**src/rtl/spider_host_sequencer.sv**
```systemverilog
// =====================================================================
// Module   : spider_host_sequencer
// Brief    : Turns WRITE/START/READ/FENCE commands into NeuroSpider host-bus cycles.
// Revision : 1.0
// =====================================================================
`default_nettype none

module spider_host_sequencer #(
    parameter int READ_LATENCY   = 2,
    parameter int START_HOLDOFF  = 2,
    parameter int TIMEOUT_CYCLES = 1024
) (
    input  logic        clk,
    input  logic        rst_n,
    input  logic        cmd_valid,
    output logic        cmd_ready,
    input  logic [1:0]  cmd_op,
    input  logic [15:0] cmd_addr,
    input  logic [15:0] cmd_data,
    output logic        rsp_valid,
    input  logic        rsp_ready,
    output logic [15:0] rsp_data,
    output logic        StartOperation,
    output logic        WE,
    output logic [15:0] Address,
    output logic [15:0] DataWrite,
    input  logic        ReadyNextOperation,
    input  logic [15:0] DataRead,
    output logic        busy,
    output logic        timeout_err
);

    localparam logic [1:0]  c_OP_WRITE = 2'b00;
    localparam logic [1:0]  c_OP_START = 2'b01;
    localparam logic [1:0]  c_OP_READ  = 2'b10;
    localparam logic [1:0]  c_OP_FENCE = 2'b11;

    localparam logic [15:0] c_RD_LAST   = 16'(READ_LATENCY - 1);
    localparam logic [15:0] c_HOLD_LAST = 16'(START_HOLDOFF - 1);
    localparam logic [15:0] c_TIMEOUT   = 16'(TIMEOUT_CYCLES);

    typedef enum logic [2:0] {
        S_IDLE = 3'd0,
        S_WR   = 3'd1,
        S_STRT = 3'd2,
        S_HOLD = 3'd3,
        S_WAIT = 3'd4,
        S_RD   = 3'd5,
        S_RSP  = 3'd6
    } state_t;

    state_t      r_state;
    logic [15:0] r_cnt;
    logic        r_we;
    logic        r_start;
    logic [15:0] r_addr;
    logic [15:0] r_dw;
    logic        r_rsp_valid;
    logic [15:0] r_rsp_data;
    logic        r_timeout;
    logic        r_ready_en;

    state_t      w_state_nxt;
    logic [15:0] w_cnt_nxt;
    logic        w_we_nxt;
    logic        w_start_nxt;
    logic [15:0] w_addr_nxt;
    logic [15:0] w_dw_nxt;
    logic        w_rsp_valid_nxt;
    logic [15:0] w_rsp_data_nxt;
    logic        w_timeout_nxt;
    logic        w_accept;
    logic [15:0] w_cnt_inc;

    // r_ready_en keeps cmd_ready low for the cycle immediately after a reset edge
    assign cmd_ready      = (r_state == S_IDLE) && !r_rsp_valid && r_ready_en;
    assign w_accept       = cmd_valid && cmd_ready;
    assign w_cnt_inc      = r_cnt + 16'd1;

    assign busy           = (r_state != S_IDLE);
    assign WE             = r_we;
    assign StartOperation = r_start;
    assign Address        = r_addr;
    assign DataWrite      = r_dw;
    assign rsp_valid      = r_rsp_valid;
    assign rsp_data       = r_rsp_data;
    assign timeout_err    = r_timeout;

    always_ff @(posedge clk) begin
        if (!rst_n) begin
            r_state     <= S_IDLE;
            r_cnt       <= 16'd0;
            r_we        <= 1'b0;
            r_start     <= 1'b0;
            r_addr      <= 16'd0;
            r_dw        <= 16'd0;
            r_rsp_valid <= 1'b0;
            r_rsp_data  <= 16'd0;
            r_timeout   <= 1'b0;
            r_ready_en  <= 1'b0;
        end else begin
            r_state     <= w_state_nxt;
            r_cnt       <= w_cnt_nxt;
            r_we        <= w_we_nxt;
            r_start     <= w_start_nxt;
            r_addr      <= w_addr_nxt;
            r_dw        <= w_dw_nxt;
            r_rsp_valid <= w_rsp_valid_nxt;
            r_rsp_data  <= w_rsp_data_nxt;
            r_timeout   <= w_timeout_nxt;
            r_ready_en  <= 1'b1;
        end
    end

    always_comb begin
        w_state_nxt     = r_state;
        w_cnt_nxt       = r_cnt;
        w_we_nxt        = 1'b0;
        w_start_nxt     = 1'b0;
        w_addr_nxt      = r_addr;
        w_dw_nxt        = r_dw;
        w_rsp_valid_nxt = r_rsp_valid;
        w_rsp_data_nxt  = r_rsp_data;
        w_timeout_nxt   = r_timeout;

        case (r_state)
            S_IDLE: begin
                if (w_accept) begin
                    w_cnt_nxt = 16'd0;
                    case (cmd_op)
                        c_OP_WRITE: begin
                            w_state_nxt = S_WR;
                            w_we_nxt    = 1'b1;
                            w_addr_nxt  = cmd_addr;
                            w_dw_nxt    = cmd_data;
                        end
                        c_OP_START: begin
                            w_state_nxt = S_STRT;
                            w_start_nxt = 1'b1;
                        end
                        c_OP_READ: begin
                            w_state_nxt = S_RD;
                            w_addr_nxt  = cmd_addr;
                        end
                        c_OP_FENCE: begin
                            w_state_nxt = S_WAIT;
                        end
                        default: w_state_nxt = S_IDLE;
                    endcase
                end
            end
            S_WR: begin
                w_state_nxt = S_IDLE;
            end
            S_STRT: begin
                w_cnt_nxt   = 16'd0;
                w_state_nxt = (START_HOLDOFF == 0) ? S_WAIT : S_HOLD;
            end
            S_HOLD: begin
                // ReadyNextOperation is deliberately not looked at here
                if (r_cnt == c_HOLD_LAST) begin
                    w_cnt_nxt   = 16'd0;
                    w_state_nxt = S_WAIT;
                end else begin
                    w_cnt_nxt = w_cnt_inc;
                end
            end
            S_WAIT: begin
                w_cnt_nxt = w_cnt_inc;
                if (ReadyNextOperation) begin
                    w_state_nxt = S_IDLE;
                end else if (w_cnt_inc == c_TIMEOUT) begin
                    w_timeout_nxt = 1'b1;
                    w_state_nxt   = S_IDLE;
                end
            end
            S_RD: begin
                if (r_cnt == c_RD_LAST) begin
                    w_rsp_data_nxt  = DataRead;
                    w_rsp_valid_nxt = 1'b1;
                    w_state_nxt     = S_RSP;
                end else begin
                    w_cnt_nxt = w_cnt_inc;
                end
            end
            S_RSP: begin
                if (rsp_ready) begin
                    w_rsp_valid_nxt = 1'b0;
                    w_state_nxt     = S_IDLE;
                end
            end
            default: begin
                w_state_nxt = S_IDLE;
            end
        endcase
    end

endmodule

`default_nettype wire

```
**config.mk**
```make
export PLATFORM = sky130hd
export DESIGN_NAME = spider_host_sequencer
export DESIGN_NICKNAME = d
export VERILOG_FILES = /design/src/rtl/spider_host_sequencer.sv
export SDC_FILE = /design/constraint.sdc
export NUM_CORES = 1
export LEC_CHECK = 0
export CAP_MARGIN = 5
export CORE_AREA = 4 4 90 92
export DETAILED_ROUTE_END_ITERATION = 10
export DIE_AREA = 0 0 94 96
export PLACE_DENSITY = 0.87
export SYNTH_ARGS = -nofsm -noshare
export SYNTH_HDL_FRONTEND = slang
export SYNTH_SLANG_ARGS = --single-unit
```
**constraint.sdc**
```tcl
create_clock -name clk -period 2.52 [get_ports clk]
set_input_delay 0.504 -clock clk [delete_from_list [all_inputs] [get_ports clk]]
set_output_delay 0.504 -clock clk [all_outputs]
set_load 0.02 [all_outputs]
```
==> results of run 1 <==
power by group through the flow:
| stage | registers (mW) | logic, mW | clock network [mW] |
|---|---|---|---|
| 3_3_place_gp | 1.21 | 0.379 | 0 |
| 3_5_place_dp | 1.21 | 0.388 | 0 |
| 6_report | 1.18 | 0.390 | 1.14 |
| 5_1_grt | 1.19 | 0.419 | 1.21 |
| 4_1_cts | 1.18 | 0.390 | 1.15 |
| 2_1_floorplan | 1.22 | 0.190 | 0 |
layout by cell type (no fill, tap or decap), types with 2 or more instances in the layout:
| cell type | n |
|---|---|
| ha_1 | 2 |
| nor2b_1 | 3 |
| dfxtp_1 | 71 |
| clkbuf_8 | 9 |
| a31oi_1 | 7 |
| o2111ai_1 | 2 |
| a21oi_1 | 62 |
| or4_1 | 2 |
| inv_1 | 7 |
| nor2_1 | 11 |
| o21ai_0 | 13 |
| a211oi_1 | 2 |
| nand2_1 | 120 |
| a21o_1 | 2 |
| o211ai_1 | 2 |
| clkdlybuf4s50_1 | 107 |
| nor3_1 | 7 |
| nand4b_1 | 3 |
| bufinv_16 | 3 |
| and2_1 | 4 |
| inv_6 | 3 |
| and3_1 | 4 |
| nand4_1 | 5 |
| or3_1 | 8 |
| and4_1 | 3 |
| nand2b_1 | 6 |
| nor4_1 | 3 |
| buf_4 | 11 |
| nand3_1 | 15 |
| o22ai_1 | 2 |
final cells by class:
type / instances / area (um2)
Inverter: 7 / 26.3
Tap cell: 99 / 124
Multi-Input combinational cell: 313 / 1640
Clock buffer: 9 / 124
Clock inverter: 7 / 125
Fill cell: 586 / 2570
Timing Repair Buffer: 119 / 1160
Sequential cell: 72 / 1440
metal layers:
metal | routed length, um | vias to the layer above | global-route usage (%)
met3 | 730 | 32 | 5.47
met4 | 281 | 0 | 8.42
li1 | - | 1655 | -
met2 | 4640 | 150 | 34.8
met1 | 3900 | 1559 | 24.0
met5 | 0 | - | 0
timing repair:
| action | in CTS | in global routing |
|---|---|---|
| endpoints found under the setup margin | 1 | 1 |
| hold endpoints to repair | 0 | 0 |
| gates resized for setup | 1 | 1 |
cell families after synthesis:
family,after synthesis
AND/OR/NAND/NOR,203
AO/OA/AOI/OAI,106
flip-flops,72
buffers and inverters,34
adder cells (fa/ha/maj),2
XOR/XNOR,1
multiplexers,1
worst max-delay path by stage:
| stage | from | endpoint | slack, ns |
|---|---|---|---|
| after floorplan | r_state[1] | cmd_ready | 0.56 |
| after global placement | cmd_valid | r_cnt[9] | 0.31 |
| after detailed placement | cmd_valid | r_cnt[2] | 0.28 |
| after CTS | r_state[0] | busy | 0.12 |
| after global routing | r_state[1] | busy | 0.06 |
| final | r_state[1] | busy | 0.14 |
sequential cells by signal (all words and copies together) (netlist names):
signal and flops:
r_state 3, Address 16, r_cnt 16, StartOperation 1, WE 1, DataWrite 16
rsp_data 16, rsp_valid 1, r_ready_en 1, timeout_err 1
critical path: stages (launching register included):
cell and delay, ns:
dfxtp_1 0.41, or3_1 0.40, buf_4 0.17, clkdlybuf4s50_1 0.53
==> metrics.md, run 1 <==
| Metric | Value |
|---|---|
| Status | `finished, final reports clean` |
| Die W | `94 um` |
| FF-to-FF Start | `r_cnt[0]` |
| Skew-Pair Late Insertion Delay | `0.35 ns` |
| Unrepaired setup endpoints after global routing | `no` |
| Leak Pwr | `1.62 nW` |
| Synth Area in Compound Gates | `19.1%` |
| Die outline area | `9020 um2` |
| Total clock buffers created by CTS | `9` |
| Synth Area in Adders | `0.767%` |
| Yosys warns | `0` |
| Avg Vias per Cell | `5.42` |
| Synthesized Nets | `476` |
| Core Region | `7210 um2` |
| Starting Density | `45.2%` |
| Final instance count without filler cells | `626` |
| Grt ovf | `0` |
| Max-slew violations | `0` |
| WL final | `9550 um` |
| Area growth syn-to-layout | `42.4%` |
| Sink Count | `72` |
| Post-Place Cells | `610` |
| DR vias | `approximately 3400` |
| Final ANT Viol Nets | `0` |
| GP Congestion | `between 0.9 and 1` |
| Setup CP Type | `register to output pin` |
| Hold Crit Class | `register to register` |
| Hold EP | `rsp_data[2]` |
| Vias in the first global route | `3064` |
| CP Data Arrival Time | `1.87 ns` |
| Buffer count from post-CTS setup fixing | `0` |
| Worst Skew | `approximately 0.009 ns` |
| # hold bufs at CTS | `0` |
| Fin Setup TNS | `0 ns` |
| Tmin final | `2.38 ns` |
| Num rows | `31` |
| Sw Ratio | `about a quarter` |
| Worst rel slew slack | `between 50% and 60%` |
| 1st-iter DRT viols | `262` |
| HPWL after DPL | `6920 um` |
| Tot GR Track Use | `20.3%` |
| Diodes inserted | `0` |
| Max Cap Violations | `0` |
| Hold Vio Cnt, Final | `0` |
| Post-Place Setup Slack | `about 0.28 ns` |
| FF+latch count, synth | `72` |
| Power Dens Cells | `584 nW/um2` |
| Average cell area after synthesis | `a little under 8 um2` |
| Synth cell types | `55` |
| Final instance area | `4650 um2` |
| Register clock-pin slew on the reported worst setup and hold paths | `0.08 ns` |
| Post-synthesis cell count | `approximately 420` |
| Cell with the most instances after synthesis | `nand2_1` |
| Net switching power | `between 0.6 and 0.7 mW` |
| Least-Margin Pin Slew | `0.642 ns` |
| Post-Syn Area | `3260 um2` |
| Port Buf Inserts | `108` |
| Initial antenna violation count | `0` |
| Crit start category | `register` |
| Synth cell count leaders | `nand2_1 (120), dfxtp_1 (72), a21oi_1 (62)` |
| Post-synth EDFFs | `0` |
| H-tree depth | `3` |
| Layout cells sized above 1 | `roughly 6.6%` |
| Top FF cell, synth | `dfxtp_1` |
| Seq/Total Area, Yosys | `44.2%` |
| CTS tree | `built` |
| Root Driver | `clkbuf_8` |
| Largest family of logic cells by synthesized area | `simple AND/OR/NAND/NOR gates` |
| NumNets Final | `579` |
| Pin count of the biggest net entering global routing | `41` |
| RR Endpoint | `r_cnt[14]` |
| Clk pwr share | `42.1%` |
| Pint | `2.02 mW` |
| R2r worst-path depth | `6` |
| Gate power share | `14.4%` |
| CTS Buffer Depth | `2` |
| Mux contribution to synthesized area | `0.307%` |
| Post-synth top area share | `44.2%` |
| Worst vdd ir | `225 uV` |
| R2r setup slk | `between 0.3 and 0.4 ns` |
| Synth area leader | `dfxtp_1` |
| Final setup vio count | `0` |
| First-pass GRT wire length | `14500 um` |
| Placed Area | `4400 um2` |
| Area contributors post-synth | `dfxtp_1 (44%), nand2_1 (14%), a21oi_1 (9.5%), nand3_1 (2.3%), o21ai_0 (2.0%)` |
| Detailed Routing Iterations Pass 1 | `7` |
| Total Power | `2.72 mW` |
| CP required | `slightly above 2 ns` |
| Post-synthesis async set-or-reset flop share | `0%` |
| Area share of xor/xnor cells in the synthesized design | `less than 1%` |
| Fin crit share | `between 90% and 100%` |
| Drt wl/cell | `between 15 and 20 um` |
| F_max | `420 MHz` |
| CP max FO | `9` |
| Worst hold path depth | `2` |
| HP Start | `rsp_data[2]` |
| Post-Synth Simple-Gate Area | `approximately 30%` |
| Seq pwr share | `43.5%` |
| Die Y | `between 90 and 100 um` |
| Final WS setup | `0.141 ns` |
| I/O Pins | `109` |
| Number of remaining DRC errors | `0` |
| Crit. End Element | `output pin` |
| Core Util, Final | `~64%` |
| Hold WS | `0.458 ns` |
No activity file was read; power rests on OpenSTA's default activity.
==> run 2: changes to the inputs <==
--- a/config.mk
+++ b/config.mk
@@ -9,6 +9,7 @@
 export CORE_AREA = 4 4 90 92
 export DETAILED_ROUTE_END_ITERATION = 10
 export DIE_AREA = 0 0 94 96
+export MAX_ROUTING_LAYER = met4
 export PLACE_DENSITY = 0.87
 export SYNTH_ARGS = -nofsm -noshare
 export SYNTH_HDL_FRONTEND = slang
==> metrics.md, run 2 (same netlist as run 1, synthesis figures left out) <==
| Metric | Value |
|---|---|
| Grt ovf | `0 (unchanged)` |
| Hold Vio Cnt, Final | `0 (unchanged)` |
| RR Endpoint | `r_cnt[14] (unchanged)` |
| 1st-iter DRT viols | `297 (was 262)` |
| CP Data Arrival Time | `1.88 ns (was 1.87 ns)` |
| Worst vdd ir | `330 uV (was 225 uV)` |
| Pin count of the biggest net entering global routing | `38 (was 41)` |
| Fin Setup TNS | `0 ns (unchanged)` |
| CTS resizes | `1 (unchanged)` |
| Register clock-pin slew on the reported worst setup and hold paths | `0.08 ns (about the same)` |
| CP max FO | `14 (was 9)` |
| Drt wl/cell | `15.3 um (was 15.2 um)` |
| Vias in the first global route | `3151 (was 3064)` |
| Commonest non-fill, non-tap cell in the layout | `nand2_1 (unchanged)` |
| WL final | `9540 um (was 9550 um)` |
| Setup CP Type | `register to output pin (unchanged)` |
| Crit. path cell count | `3 (unchanged)` |
| F_max | `419 MHz (was 420 MHz)` |
| Crit start category | `register (unchanged)` |
| Most frequent cells in the layout | `nand2_1 (120), clkdlybuf4s50_1 (107), dfxtp_1 (72) (was nand2_1 (120), clkdlybuf4s50_1 (107), dfxtp_1 (71))` |
| Layout cells sized above 1 | `6.27% (was 6.64%)` |
| # hold bufs at CTS | `0 (unchanged)` |
| Least-Margin Pin Slew | `0.639 ns (was 0.642 ns)` |
| Initial antenna violation count | `0 (unchanged)` |
| Diodes inserted | `0 (unchanged)` |
| CP bufs+invs | `2 (unchanged)` |
| Final setup vio count | `0 (unchanged)` |
| Core Region | `7210 um2 (unchanged)` |
| R2r worst-path depth | `6 (unchanged)` |
| Buffer count from post-CTS setup fixing | `0 (unchanged)` |
| Starting Density | `45.2% (unchanged)` |
| Leak Pwr | `1.59 nW (was 1.62 nW)` |
| Worst rel slew slack | `57.4% (was 57.2%)` |
| FF-to-FF Start | `r_cnt[0] (unchanged)` |
| Max Cap Violations | `0 (unchanged)` |
| I/O Pins | `109 (unchanged)` |
| CP required | `2.02 ns (about the same)` |
| HPWL after DPL | `7060 um (was 6920 um)` |
| Die Y | `96 um (unchanged)` |
| Tmin final | `2.39 ns (was 2.38 ns)` |
| NumNets Final | `578 (was 579)` |
| Total clock buffers created by CTS | `9 (unchanged)` |
| Layout fillers | `607 (was 586)` |
| Fin crit share | `94.7% (was 94.4%)` |
| Worst Skew | `0.00931 ns (was 0.00909 ns)` |
| Detailed Routing Iterations Pass 1 | `5 (was 7)` |
| CTS tree | `built (unchanged)` |
| Die W | `94 um (unchanged)` |
| Skew-Pair Late Insertion Delay | `0.35 ns (about the same)` |
| Die outline area | `9020 um2 (unchanged)` |
| Root Driver | `clkbuf_8 (unchanged)` |
| Avg Vias per Cell | `5.38 (was 5.42)` |
| H-tree depth | `3 (unchanged)` |
| Worst-path cell chain | `or3_1 > buf_4 > clkdlybuf4s50_1 (unchanged)` |
| Setup crit start | `r_state[0] (was r_state[1])` |
| R2r setup slk | `0.36 ns (was 0.32 ns)` |
| Unrepaired setup endpoints after global routing | `no (unchanged)` |
| Tot GR Track Use | `21.6% (was 20.3%)` |
| Slowest stage delay, CP | `0.54 ns (was 0.53 ns)` |
| Port Buf Inserts | `108 (unchanged)` |
| DR vias | `3365 (was 3396)` |
| First-pass GRT wire length | `15000 um (was 14500 um)` |
| Final instance area | `4610 um2 (was 4650 um2)` |
| CTS Buffer Depth | `2 (unchanged)` |
| Placed Area | `4400 um2 (about the same)` |
| Area growth syn-to-layout | `41.1% (was 42.4%)` |
| Slowest cell on crit path | `clkdlybuf4s50_1 (unchanged)` |
| CP delay by family, top | `buffers and inverters (unchanged)` |
| Final ANT Viol Nets | `0 (unchanged)` |
| Crit. End Element | `output pin (unchanged)` |
| Num rows | `31 (unchanged)` |
| Power Dens Cells | `546 nW/um2 (was 584 nW/um2)` |
| Sink Count | `72 (unchanged)` |
| Max-slew violations | `0 (unchanged)` |
| Status | `finished, final reports clean (unchanged)` |
| Number of remaining DRC errors | `0 (unchanged)` |
| GP Congestion | `0.921 (was 0.969)` |
| Worst setup path end | `busy (unchanged)` |
| Hold Crit Class | `register to register (unchanged)` |
run 2: cell types whose count changed in the layout (fill, tap and decap cells not counted), sizes merged:
| cell | change |
|---|---|
| bufinv | -2 |
| clkinvlp | +2 |
| inv | -2 |
| buf | -1 |
| clkbuf | +1 |
| clkinv | +1 |
run 2: power by group:
| part | total [mW] | internal [mW] | switching, mW | leakage, nW |
|---|---|---|---|---|
| sequential | 1.18 | 1.16 | 0.0197 | 0.582 |
| combinational | 0.387 | 0.184 | 0.203 | 0.909 |
| clock | 0.945 | 0.488 | 0.457 | 0.0989 |
| total | 2.51 | 1.83 | 0.680 | 1.59 |
run 2: how the worst min path moves through the flow:
stage,start,end,slack (ns),cells after the start
finish,Address[14],Address[14],0.45,2
global route,Address[7],Address[7],0.47,2
CTS,rsp_data[3],rsp_data[3],0.45,2
detailed placement,rsp_data[3],rsp_data[3],0.44,2
global placement,rsp_data[14],rsp_data[14],0.44,2
floorplan,r_cnt[15],r_cnt[15],0.46,2
run 2: worst register-to-register path, stage by stage (launching register included):
cell and delay (ns):
dfxtp_1 0.45, ha_1 0.18, or4b_1 0.50, o21ai_2 0.31
a21oi_1 0.24, a21o_1 0.21, a21o_1 0.16
run 2: layer usage:
metal	track usage (%)	vias to the layer above	wire length (um)
li1	-	1665	-
met1	24.6	1557	3890
met2	36.8	125	4750
met3	5.47	18	662
met4	7.82	0	233
met5	-	-	0
run 2: layout make-up:
class / count / area (um2) / share of cell area (%)
flip-flops and latches: 72 / 1440 / 31.3
repair buffers: 118 / 1170 / 25.3
inverters: 7 / 26.3 / 0.570
clock inverters: 6 / 67.6 / 1.47
multi-input cells: 313 / 1640 / 35.6
well taps: 99 / 124 / 2.69
clock buffers: 10 / 138 / 2.99
run 2: through the flow:
step	worst slack [ns]	hold WS, ns	utilization, %	power, mW	cells
after floorplan	0.559	0.463	-	1.41	419
after global placement	0.195	0.437	61.0	1.59	609
after detailed placement	0.179	0.444	61.0	1.59	609
after CTS	0.123	0.454	63.8	2.52	625
after global routing	0.0153	0.471	63.8	2.62	625
final	0.133	0.455	63.8	2.51	625
